[src/rtl/fifo_arbiter_pkg.sv]
// Shared types and defaults for the two-in / two-out FIFO arbiter.
package fifo_arbiter_pkg;

  localparam int DATA_W_DEFAULT = 10;

  typedef enum logic [1:0] {
    ST_RESET  = 2'd0,
    ST_IDLE   = 2'd1,
    ST_ACTIVE = 2'd2
  } arb_state_e;

endpackage

[src/rtl/arb_rr_grant.sv]
// Combinational grant selection between the two upstream FIFOs.
// Build macro FIFO_ARBITER_STRICT_PRIO_EN: in0 always wins; otherwise round-robin.
module arb_rr_grant (
  input  logic in0_empty,
  input  logic in1_empty,
  input  logic block,
  input  logic ptr,
  output logic gnt0,
  output logic gnt1
);

  logic req0;
  logic req1;

  assign req0 = !in0_empty && !block;
  assign req1 = !in1_empty && !block;

`ifdef FIFO_ARBITER_STRICT_PRIO_EN
  always_comb begin
    gnt0 = req0;
    gnt1 = req1 && !req0;
  end
`else
  // ptr names the preferred input when both request (0 = in0, 1 = in1).
  always_comb begin
    gnt0 = 1'b0;
    gnt1 = 1'b0;
    if (req0 && req1) begin
      gnt0 = !ptr;
      gnt1 = ptr;
    end else begin
      gnt0 = req0;
      gnt1 = req1;
    end
  end
`endif

endmodule

[src/rtl/fifo_arbiter.sv]
// Moves words from two upstream FIFOs to two downstream FIFOs, routed on the word MSB.
// Build macro FIFO_ARBITER_STRICT_PRIO_EN selects strict in0 priority instead of round-robin.
module fifo_arbiter
  import fifo_arbiter_pkg::*;
#(
  parameter int DATA_W = DATA_W_DEFAULT
) (
  input  logic              clk,
  input  logic              rst,
  input  logic              in0_empty,
  input  logic              in1_empty,
  input  logic [DATA_W-1:0] in0_data,
  input  logic [DATA_W-1:0] in1_data,
  output logic              in0_rd_enb,
  output logic              in1_rd_enb,
  input  logic              out0_alm_full,
  input  logic              out1_alm_full,
  output logic              out0_wr_enb,
  output logic              out1_wr_enb,
  output logic [DATA_W-1:0] out_data,
  output logic              idle,
  output logic [1:0]        state_dbg
);

  // Handshake: inX_rd_enb pops one word, valid on inX_data the next cycle;
  // outY_wr_enb pushes out_data with no ready -- alm_full gates new grants only,
  // leaving room downstream for the two words that may already be in flight.

  arb_state_e        state_q;
  arb_state_e        state_d;
  logic              ptr_q;
  logic [1:0]        rd_q;
  logic              block;
  logic              gnt0;
  logic              gnt1;
  logic              cap_vld;
  logic [DATA_W-1:0] cap_data;
  logic [DATA_W-1:0] out_data_q;
  logic              wr0_q;
  logic              wr1_q;

  assign block = (state_q == ST_RESET) || out0_alm_full || out1_alm_full;

  arb_rr_grant u_grant (
    .in0_empty (in0_empty),
    .in1_empty (in1_empty),
    .block     (block),
    .ptr       (ptr_q),
    .gnt0      (gnt0),
    .gnt1      (gnt1)
  );

  assign in0_rd_enb = gnt0;
  assign in1_rd_enb = gnt1;

  always_ff @(posedge clk or negedge rst) begin
    if (!rst) begin
      ptr_q <= 1'b0;
    end else if (gnt0) begin
      ptr_q <= 1'b1;
    end else if (gnt1) begin
      ptr_q <= 1'b0;
    end
  end

  // Stage 1 remembers which FIFO was popped; its data is on the bus this cycle.
  always_ff @(posedge clk or negedge rst) begin
    if (!rst) begin
      rd_q <= 2'b00;
    end else begin
      rd_q <= {gnt1, gnt0};
    end
  end

  assign cap_vld  = |rd_q;
  assign cap_data = rd_q[1] ? in1_data : in0_data;

  always_ff @(posedge clk or negedge rst) begin
    if (!rst) begin
      out_data_q <= '0;
      wr0_q      <= 1'b0;
      wr1_q      <= 1'b0;
    end else begin
      if (cap_vld) begin
        out_data_q <= cap_data;
      end
      wr0_q <= cap_vld && !cap_data[DATA_W-1];
      wr1_q <= cap_vld && cap_data[DATA_W-1];
    end
  end

  assign out_data    = out_data_q;
  assign out0_wr_enb = wr0_q;
  assign out1_wr_enb = wr1_q;

  always_ff @(posedge clk or negedge rst) begin
    if (!rst) begin
      state_q <= ST_RESET;
    end else begin
      state_q <= state_d;
    end
  end

  always_comb begin
    state_d = state_q;
    case (state_q)
      ST_RESET: state_d = ST_IDLE;
      ST_IDLE: begin
        if (gnt0 || gnt1) begin
          state_d = ST_ACTIVE;
        end
      end
      ST_ACTIVE: begin
        if (!gnt0 && !gnt1 && !cap_vld && !wr0_q && !wr1_q) begin
          state_d = ST_IDLE;
        end
      end
      default: state_d = ST_RESET;
    endcase
  end

  assign idle      = (state_q == ST_IDLE);
  assign state_dbg = state_q;

endmodule

[config.mk]
export PLATFORM = sky130hd
export DESIGN_NAME = fifo_arbiter
export DESIGN_NICKNAME = d
export VERILOG_FILES = /design/src/rtl/fifo_arbiter_pkg.sv /design/src/rtl/arb_rr_grant.sv /design/src/rtl/fifo_arbiter.sv
export SDC_FILE = /design/constraint.sdc
export NUM_CORES = 1
export LEC_CHECK = 0
export BUFFER_PORTS_ARGS = -buffer_cell sky130_fd_sc_hd__clkbuf_2
export CAP_MARGIN = 0
export CORE_UTILIZATION = 45
export DETAILED_ROUTE_END_ITERATION = 12
export PLACE_DENSITY_LB_ADDON = 0.15
export SLEW_MARGIN = 10
export SYNTH_ARGS = -nofsm -noshare
export SYNTH_HDL_FRONTEND = slang
export SYNTH_HIERARCHICAL = 1
export SYNTH_SLANG_ARGS = --single-unit
export TNS_END_PERCENT = 10
[constraint.sdc]
create_clock -name clk -period 2 [get_ports clk]
set_input_delay 0.2 -clock clk [delete_from_list [all_inputs] [get_ports clk]]
set_output_delay 0.2 -clock clk [all_outputs]
set_load 0.05 [all_outputs]
==> results.md <==
- Crit. End Element: output pin
- Reg power frac: 35.4%
- Worst reg2reg path depth: 4
- Core ar.: 0.00152 mm²
- Buffers on Ports: 42
- Worst Path Arrival: 1.67 ns
- Max Cap Viol: 0
- Clock Sinks: 17
- Crit path cell chain: o21ai_0 -> nor3_4 -> clkbuf_2
- Post_cts resized: 0
- Avg Cell Area, Syn: 10.4 µm²
- Hold Path Stages: 3
- H-tree levels: 1
- M3 GR Usage: 3.40%
- Number of CTS-inserted buffers: 3
- Total GRT Usage: 18.6%
- RSZ-0062 raised after global routing: no
- Leakage: 0.000521 µW
- Layout area overhead: 39.0%
- Final hold vios: 0
- Routed len/inst: 11.8 µm
- Ys Warns: 6
- Area of the multi-input gates: 314 µm²
- Area leader, netlist: dfrtp_1
- # nets final: 145
- Share of the synthesized area in the top cell type: 56.9%
- Startpoint types: flip-flop
- Most common cell after layout, fill and taps aside: clkbuf_2
- Worst r2r src: state_dbg[1]$_DFFE_PN0P_
- Clk Latency, worst-skew pair: 0.29 ns
- GR Overflow Total: 0
- Req. time, crit path: 1.80 ns
- RR Endpoint: state_dbg[1]$_DFFE_PN0P_
- Achievable Freq: 534 MHz
- Via count: 687
- Worst-Margin Slew: 0.659 ns
- 1st-pass router iterations: 4
- Sw Share: 52.4%
- Fin crit period: 1.87 ns
- Largest net degree at the start of global routing: 24
- Number of DRC markers in iteration 0: 8
- Hold path startpoint: in1_data[4]
- Post-detailed-routing wire length: 1580 µm
- Die Wd: 42.8 µm
- Vias in the first global route: 611
- Cells after Synth: 72
- Wire length of the first global-routing pass: 2540 µm
- Die Span Y: 42.8 µm
- Slowest-stage cell, CP: o21ai_0
- CP peak stage delay: 0.54 ns
- Worst slew margin: 55.6%
- Antenna cells: 0
- FP Rows: 14
- Slew Limit Fails: 0
- Area of the mapped netlist: 748 µm²
- Final Wtd Congestion: 0.701
- M1 GR Usage: 24.6%
- Busiest grt layer: met2
- Status: complete, no violations
- Die area: 0.00183 mm²
- # DRC: 0
- Tcrit/Tclk final: 93.5%
- Comb pwr share: 52.7%
- Critical path class: flip-flop to output pin
- Detailed Place HPWL: 1180 µm
- Critical Path Start: state_dbg[1]$_DFFE_PN0P_
- # IOs: 43
- Design Area, Final: 0.00104 mm²
- Hold endpoint: out_data[4]$_DFFE_PN0P_
- Antenna Nets Post-Route: 0
- # setup viols final: 0
- Clk_skew: 0.00326 ns
- Peak VDD IR: 0.885 mV
- Max Fanout on Critical Path: 6
- Initial antenna violation count: 0
- Vias per cell: 5.13
- Clock-pin slew on the worst setup and hold paths: 0.10 ns
- Synthesized net count: 98
- Switching pwr: 825 µW
- Crit-path leading delay family: compound AO/OA/AOI/OAI gates
- PwrDens: 1520 mW/mm²
- Worst min-delay path class: input port to flip-flop
- Area after DPL: 0.00100 mm²
- Yosys reg bits: 17
- R2R setup slack: 0.38 ns
- Clock share of power: 11.9%
- M2 GR Usage: 30.9%
- Register area share after synthesis: 56.9%
- Initial Util: 49.1%
- Synth unique cells: 16
- FF/Latch Area: 428 µm²
- Int Power: 750 µW
- Clk buf depth: 2
- CTS tree: built
- Synth top area cells: dfrtp_1, mux2i_1, o21ai_0, nand2_1, nor3_1
- Most frequent cells in the layout: clkbuf_2, dfrtp_1, o21ai_0, nand2_1, mux2i_1
- Layout cells sized above 1: 45.8%
- Layout filler cell count: 129
- Buf/Inv on CP: 1
- CTS root buffer: clkbuf_4
- Setup TNS: 0 ns
==> sequential cells by signal (all words and copies together), names as in the netlist <==
register	count
out_data	10
rd_q	2
state_dbg	2
out0_wr_enb	1
out1_wr_enb	1
ptr_q	1
==> timing repair <==
item                                   in CTS  in global routing
endpoints found under the hold margin      17                  0
setup endpoints to repair                   0                  0
hold buffers                                1                  0
setup buffers                               0                  0
==> kinds of logic (layout without fill, tap and decap cells) <==
group                  count (synthesis)  count (layout)  share of synthesized area (%)
AO/OA/AOI/OAI                         19              19                           15.4
buffers and inverters                  7              53                           3.68
flip-flops                            17              17                           56.9
multiplexers                           9               9                           12.0
AND/OR/NAND/NOR                       20              20                           12.0
==> area by class of cell <==
class | instances | share of cell area (%)
sequential | 17 | 41.2
multi-input combinational | 48 | 30.2
timing repair buffer | 45 | 22.6
clock buffer | 3 | 2.17
tap | 16 | 1.93
inverter | 4 | 1.44
clock inverter | 1 | 0.481
==> cells in the mapped netlist (all sizes together) <==
library cell / count
dfrtp: 17
o21ai: 13
nand2: 11
mux2i: 9
inv: 4
nor3: 3
a21o: 2
a21oi: 2
clkbuf: 2
nor2: 2
nor2b: 2
a211oi: 1
buf: 1
o31ai: 1
or2: 1
or4: 1
==> routing by layer <==
metal | vias to the layer above | part of all wire, %
met1 | 322 | 43
met3 | 4 | 5.1
met2 | 25 | 50
met5 | - | 0
li1 | 336 | -
met4 | 0 | 1.3
==> power by group through the flow <==
stage | logic, µW | clock network [µW] | registers [µW]
floorplan | 214 | 0 | 979
global placement | 826 | 0 | 561
detailed placement | 838 | 0 | 563
CTS | 840 | 186 | 559
global route | 880 | 199 | 575
finish | 831 | 187 | 557
==> tightest hold or removal path, stage by stage <==
cell	delay [ns]
clkbuf_2	0.07
nand2_1	0.03
o21ai_0	0.06
==> worst max-delay path by stage <==
stage / to / slack (ns) / depth (start not counted)
after detailed placement: state_dbg[1]$_DFFE_PN0P_ / 0.39 / 4
after global placement: state_dbg[1]$_DFFE_PN0P_ / 0.46 / 4
after global routing: in1_rd_enb / 0.04 / 3
after CTS: in1_rd_enb / 0.13 / 3
after floorplan: state_dbg[0]$_DFFE_PN0P_ / 0.13 / 4
final: in1_rd_enb / 0.13 / 3
==> per-stage QoR <==
step	std cells	power, µW	worst slack [ns]	hold WS (ns)	utilization (%)
after global routing	134	1650	0.0434	0.119	68.2
after CTS	134	1580	0.130	0.111	68.2
after floorplan	72	1190	0.132	-0.0956	-
after detailed placement	129	1400	0.389	0.147	65.8
final	134	1580	0.129	0.111	68.2
after global placement	129	1390	0.462	0.152	65.8
(Power assumes the default switching activity.)
